===== config.mk =====
export PLATFORM = sky130hd
export DESIGN_NAME = ws2812_tx_sequencer
export DESIGN_NICKNAME = d
export VERILOG_FILES = /design/src/rtl/ws2812_tx_sequencer.sv
export SDC_FILE = /design/constraint.sdc
export NUM_CORES = 1
export LEC_CHECK = 0
export ABC_AREA = 1
export BUFFER_PORTS_ARGS = -buffer_cell sky130_fd_sc_hd__buf_2
export CAP_MARGIN = 25
export CORE_MARGIN = 3
export CORE_UTILIZATION = 25
export CTS_BUF_LIST = sky130_fd_sc_hd__clkbuf_2
export DETAILED_ROUTE_END_ITERATION = 8
export PLACE_DENSITY = 0.47
export SLEW_MARGIN = 20
export SYNTH_ARGS = -nofsm -noshare
export SYNTH_HDL_FRONTEND = slang
export SYNTH_SLANG_ARGS = --single-unit

===== constraint.sdc =====
create_clock -name clk -period 2 [get_ports clk]
set_input_delay 0.3 -clock clk [delete_from_list [all_inputs] [get_ports clk]]
set_output_delay 0.3 -clock clk [all_outputs]
set_load 0.01 [all_outputs]

===== src/rtl/ws2812_tx_sequencer.sv =====
// WS2812 one-wire encoder: accepts 24-bit GRB pixels over a valid/ready port,
// sends each bit MSB first as a pulse-width code, and closes a frame with a low latch gap.
module ws2812_tx_sequencer #(
  parameter int NUM_PIXELS   = 64,
  parameter int BIT_CYCLES   = 15,
  parameter int T0H_CYCLES   = 4,
  parameter int T1H_CYCLES   = 8,
  parameter int LATCH_CYCLES = 3600
) (
  input  logic        clk,
  input  logic        reset,
  input  logic        pixel_valid,
  input  logic [23:0] pixel_data,
  output logic        pixel_ready,
  input  logic        frame_abort,
  output logic        data_out,
  output logic [5:0]  pixel_index,
  output logic        busy,
  output logic        frame_done
);

  // Pixel handshake: a pixel moves on a rising edge where pixel_valid and
  // pixel_ready are both high. pixel_ready is a registered WAIT-state flag, so
  // it never depends combinationally on pixel_valid; upstream holds pixel_data
  // stable while pixel_valid=1 and pixel_ready=0.

  localparam int CYC_W = (BIT_CYCLES > 1) ? $clog2(BIT_CYCLES) : 1;
  localparam int LAT_W = (LATCH_CYCLES > 1) ? $clog2(LATCH_CYCLES) : 1;

  localparam logic [CYC_W-1:0] CYC_LAST   = CYC_W'(BIT_CYCLES - 1);
  localparam logic [CYC_W-1:0] CYC_ONE    = CYC_W'(1);
  localparam logic [CYC_W-1:0] T0H_LIMIT  = CYC_W'(T0H_CYCLES);
  localparam logic [CYC_W-1:0] T1H_LIMIT  = CYC_W'(T1H_CYCLES);
  localparam logic [LAT_W-1:0] LATCH_LAST = LAT_W'(LATCH_CYCLES - 1);
  localparam logic [LAT_W-1:0] LAT_ONE    = LAT_W'(1);
  localparam logic [5:0]       LAST_INDEX = 6'(NUM_PIXELS - 1);

  typedef enum logic [1:0] {
    ST_WAIT  = 2'd0,
    ST_SEND  = 2'd1,
    ST_LATCH = 2'd2
  } state_t;

  state_t           state, state_n;
  logic [23:0]      shreg, shreg_n;
  logic [4:0]       bit_cnt, bit_cnt_n;
  logic [CYC_W-1:0] cyc_cnt, cyc_cnt_n;
  logic [LAT_W-1:0] latch_cnt, latch_cnt_n;
  logic [5:0]       index_n;
  logic [CYC_W-1:0] high_limit;
  logic             ready_n;
  logic             data_n;
  logic             busy_n;
  logic             done_n;

  always_comb begin
    state_n     = state;
    shreg_n     = shreg;
    bit_cnt_n   = bit_cnt;
    cyc_cnt_n   = cyc_cnt;
    latch_cnt_n = latch_cnt;
    index_n     = pixel_index;
    done_n      = 1'b0;

    case (state)
      ST_WAIT: begin
        // An abort outranks a simultaneous transfer and only counts mid-frame.
        if (frame_abort && (pixel_index != 6'd0)) begin
          state_n     = ST_LATCH;
          latch_cnt_n = '0;
        end else if (pixel_valid && pixel_ready) begin
          state_n   = ST_SEND;
          shreg_n   = pixel_data;
          bit_cnt_n = 5'd23;
          cyc_cnt_n = '0;
        end
      end

      ST_SEND: begin
        if (cyc_cnt == CYC_LAST) begin
          cyc_cnt_n = '0;
          shreg_n   = {shreg[22:0], 1'b0};
          if (bit_cnt == 5'd0) begin
            if (pixel_index == LAST_INDEX) begin
              state_n     = ST_LATCH;
              latch_cnt_n = '0;
            end else begin
              state_n = ST_WAIT;
              index_n = pixel_index + 6'd1;
            end
          end else begin
            bit_cnt_n = bit_cnt - 5'd1;
          end
        end else begin
          cyc_cnt_n = cyc_cnt + CYC_ONE;
        end
      end

      ST_LATCH: begin
        if (latch_cnt == LATCH_LAST) begin
          state_n     = ST_WAIT;
          latch_cnt_n = '0;
          index_n     = 6'd0;
          done_n      = 1'b1;
        end else begin
          latch_cnt_n = latch_cnt + LAT_ONE;
        end
      end

      default: begin
        state_n = ST_WAIT;
      end
    endcase

    // Outputs are computed from the next-state values and registered, so the
    // line level seen in a cycle always matches the state held in that cycle.
    high_limit = shreg_n[23] ? T1H_LIMIT : T0H_LIMIT;
    ready_n    = (state_n == ST_WAIT);
    busy_n     = (state_n != ST_WAIT);
    data_n     = (state_n == ST_SEND) && (cyc_cnt_n < high_limit);
  end

  always_ff @(posedge clk) begin
    if (reset) begin
      state       <= ST_WAIT;
      shreg       <= '0;
      bit_cnt     <= '0;
      cyc_cnt     <= '0;
      latch_cnt   <= '0;
      pixel_index <= 6'd0;
      pixel_ready <= 1'b0;
      data_out    <= 1'b0;
      busy        <= 1'b0;
      frame_done  <= 1'b0;
    end else begin
      state       <= state_n;
      shreg       <= shreg_n;
      bit_cnt     <= bit_cnt_n;
      cyc_cnt     <= cyc_cnt_n;
      latch_cnt   <= latch_cnt_n;
      pixel_index <= index_n;
      pixel_ready <= ready_n;
      data_out    <= data_n;
      busy        <= busy_n;
      frame_done  <= done_n;
    end
  end

endmodule

==> impl_metrics.env <==
export IMPL_setup_violations=0
export IMPL_cellPowerDensity_nw_per_um2=892
export IMPL_hold_viol=0
export IMPL_antenna_found_initial=0
export IMPL_avgViaCountPerCell=4.54
export IMPL_die_area_um2=13100
export IMPL_fp_dieW_um=114
export IMPL_syn_avg_cell_area_um2=7.01
export IMPL_drtAntennaViolNets=0
export IMPL_rsz0062_at_grt="false"
export IMPL_ys_types=35
export IMPL_grt_usage_pct=11.7
export IMPL_grt_ovfl_total=0
export IMPL_yosysSeqAreaShare_pct=39.0
export IMPL_num_antenna_cells=0
export IMPL_start_util_pct=26.3
export IMPL_clock_sinks=57
export IMPL_cts_made_buffers=9
export IMPL_gp_congestion=0.785
export IMPL_fin_nets=504
export IMPL_cts_tree="done"
export IMPL_dr_wl_met3_um=318
export IMPL_drv_slew=0
export IMPL_crit_slowest_cell="dfxtp_2"
export IMPL_yosysWarningCount=0
export IMPL_cp_start_kind="flop"
export IMPL_crit_type="flop to flop"
export IMPL_dr_first_iter_drc_count=71
export IMPL_peakVddDrop_v=0.000342
export IMPL_path_max_fanout=4
export IMPL_io_pin_count=38
export IMPL_leakagePower_nw=1.35
export IMPL_path_clk_slew_ns=0.18
export IMPL_fillers=1277
export IMPL_syn2layout_area_growth_pct=18.5
export IMPL_routedWlPerCell_um=11.6
export IMPL_drc=0
export IMPL_core_area_um2=11100
export IMPL_drt_met1_wl_um=3350
export IMPL_critPathArrivalTime_ns=2.24
export IMPL_grt_pass1_wl_um=12500
export IMPL_drt_wl_total_um=7120
export IMPL_topRoutingLayerUsed="met4"
export IMPL_clk_latency_ns=0.49
export IMPL_status="completed"
export IMPL_fmax_mhz=552
export IMPL_post_dp_hpwl_um=4950
export IMPL_place_inst=588
export IMPL_setup_tns_ns=0
export IMPL_grt_max_degree=50
export IMPL_drive_gt1_share_pct=19.5
export IMPL_finClkSkew_ns=0.0292
export IMPL_port_buffers=37
export IMPL_reg2reg_slack_ns=0.19
export IMPL_clock_root_buffer="clkbuf_2"
export IMPL_fin_crit_sh_pct=90.6
export IMPL_netlist_area_um2=2930
export IMPL_netlist_instances=418
export IMPL_first_global_vias=2706
export IMPL_relSlewSlack_pct=62.9
export IMPL_clk_path_buf_depth=2
export IMPL_max_cap_violations=0
export IMPL_dieHeight_um=114
export IMPL_num_rows=38
export IMPL_wl_met2_um=3350
export IMPL_ctsHtreeMaxLevel=3
export IMPL_vias=2781
export IMPL_tightest_slew_ns=0.556
export IMPL_min_period_ns=1.81
export IMPL_critPathRequiredTime_ns=2.42
export IMPL_synth_net_count=454
export IMPL_ys_ff_latch=57
export IMPL_first_pass_iters=4
export IMPL_path_cells="inv_1 > ha_1 > nand3_1 > nand2_1 > nand3_1 > nand3b_1 > nand2_1 > inv_1 > ha_1 > or2_0 > a21oi_1"
export IMPL_hold_path_class="primary input to flop"
export IMPL_crit_path_end_kind="flop"
export IMPL_fin_cells=613
export IMPL_cpPeakStageDelay_ns=0.38
sequential cells by signal, indices dropped and copies added, names as in the netlist:
register / cells
latch_cnt: 12
busy: 1
pixel_index: 6
pixel_ready: 1
state: 2
bit_cnt: 5
cyc_cnt: 4
shreg: 24
data_out: 1
frame_done: 1
stage by stage:
stage / cell area, µm² / setup WS [ns] / hold slack (ns) / total power [mW] / utilization [%]
6_report: 3470 / 0.189 / 0.0570 / 3.10 / 31.2
4_1_cts: 3380 / 0.136 / 0.00323 / 3.13 / 30.4
5_1_grt: 3470 / 0.0139 / 0.00358 / 3.37 / 31.2
3_5_place_dp: 3270 / 0.168 / 0.456 / 2.38 / 29.4
2_1_floorplan: 2930 / 0.266 / 0.440 / 2.13 / -
3_3_place_gp: 3270 / 0.264 / 0.452 / 2.37 / 29.4
logic make-up after synthesis:
| kind of cell | synth area share (%) |
|---|---|
| XOR/XNOR | 1.50 |
| flip-flops | 39.0 |
| adder cells (fa/ha/maj) | 3.42 |
| AO/OA/AOI/OAI | 11.7 |
| buffers and inverters | 6.83 |
| AND/OR/NAND/NOR | 37.5 |
layout make-up:
cell class	instances	area, µm²	area share, %
Clock inverter	6	58.8	1.69
Timing Repair Buffer	53	328	9.44
Clock buffer	10	50.0	1.44
Tap cell	140	175	5.05
Multi-Input combinational cell	314	1590	45.7
Sequential cell	57	1140	32.9
Inverter	33	129	3.71
cells in the mapped netlist:
library cell  instances  area, µm²
a21oi_2               5       43.8
nand3_2               3       30.0
or2_0                 1       6.26
nand2_1             147        552
clkbuf_1              5       18.8
nor3_4                1       16.3
nand3b_1              5       37.5
buf_1                 1       3.75
buf_4                 1       7.51
nand2_2               8       50.1
nor2_2                2       12.5
nand4_1               9       56.3
or2_2                 2       12.5
a31oi_1              22        138
dfxtp_1              57       1140
clkinv_4              1       8.76
o21ai_1               3       15.0
nor2_4                2       22.5
buf_6                 1       11.3
nand3_1              24        120
a21o_1                1       7.51
nor2_1               28        105
nor2_8                1       20.0
nor3b_1               1       7.51
buf_2                 6       30.0
nand2_4               1       11.3
xor2_1                3       26.3
inv_1                27        101
o21bai_1              2       15.0
a21oi_1              23        115
nor3_1                8       40.0
o21ai_0               2       10.0
inv_2                 5       18.8
xnor2_1               2       17.5
ha_1                  8        100
cell usage in the layout, fill, tap and decap left out, types with 9 or more instances in the layout:
master and n:
nand2_1 147, clkbuf_2 10, nor2_1 28, dlygate4sd3_1 9
a21oi_1 23, inv_1 27, nand4_1 9, nand3_1 24
a31oi_1 22, dfxtp_1 55, buf_2 37
critical path: cells and delay by family (launching register included):
family	cells	cell delay, ns
buffers and inverters	2	0.12
AO/OA/AOI/OAI	1	0.11
flip-flops	1	0.38
AND/OR/NAND/NOR	6	0.78
adder cells (fa/ha/maj)	2	0.36
report_power, final:
group / leakage [nW] / internal [mW] / switching, mW
clock: 0.0654 / 0.285 / 0.456
combinational: 0.818 / 0.332 / 0.652
sequential: 0.464 / 1.28 / 0.0933
total: 1.35 / 1.90 / 1.20
metal layers:
layer | up-vias | global-route usage (%)
met5 | - | 0
met4 | 0 | 3.88
met3 | 8 | 4.33
met2 | 41 | 18.9
met1 | 1259 | 14.5
li1 | 1473 | -
worst paths after layout:
kind	startpoint	endpoint	cells after the start
max	pixel_index[0]$_SDFFE_PP0P_	data_out$_SDFF_PP0_	11
min	pixel_data[13]	shreg[13]$_SDFFE_PP0P_	3
max reg2reg	pixel_index[0]$_SDFFE_PP0P_	data_out$_SDFF_PP0_	11
min reg2reg	bit_cnt[1]$_SDFFE_PP0P_	bit_cnt[1]$_SDFFE_PP0P_	2
repair_timing:
action / 4_1_cts / 5_1_grt
hold buffers: 0 / 9
hold endpoints to repair: 0 / 9
setup buffers: 0 / 0
gates resized for setup: 0 / 2
setup endpoints to repair: 0 / 1
No activity file was read; power rests on OpenSTA's default activity.
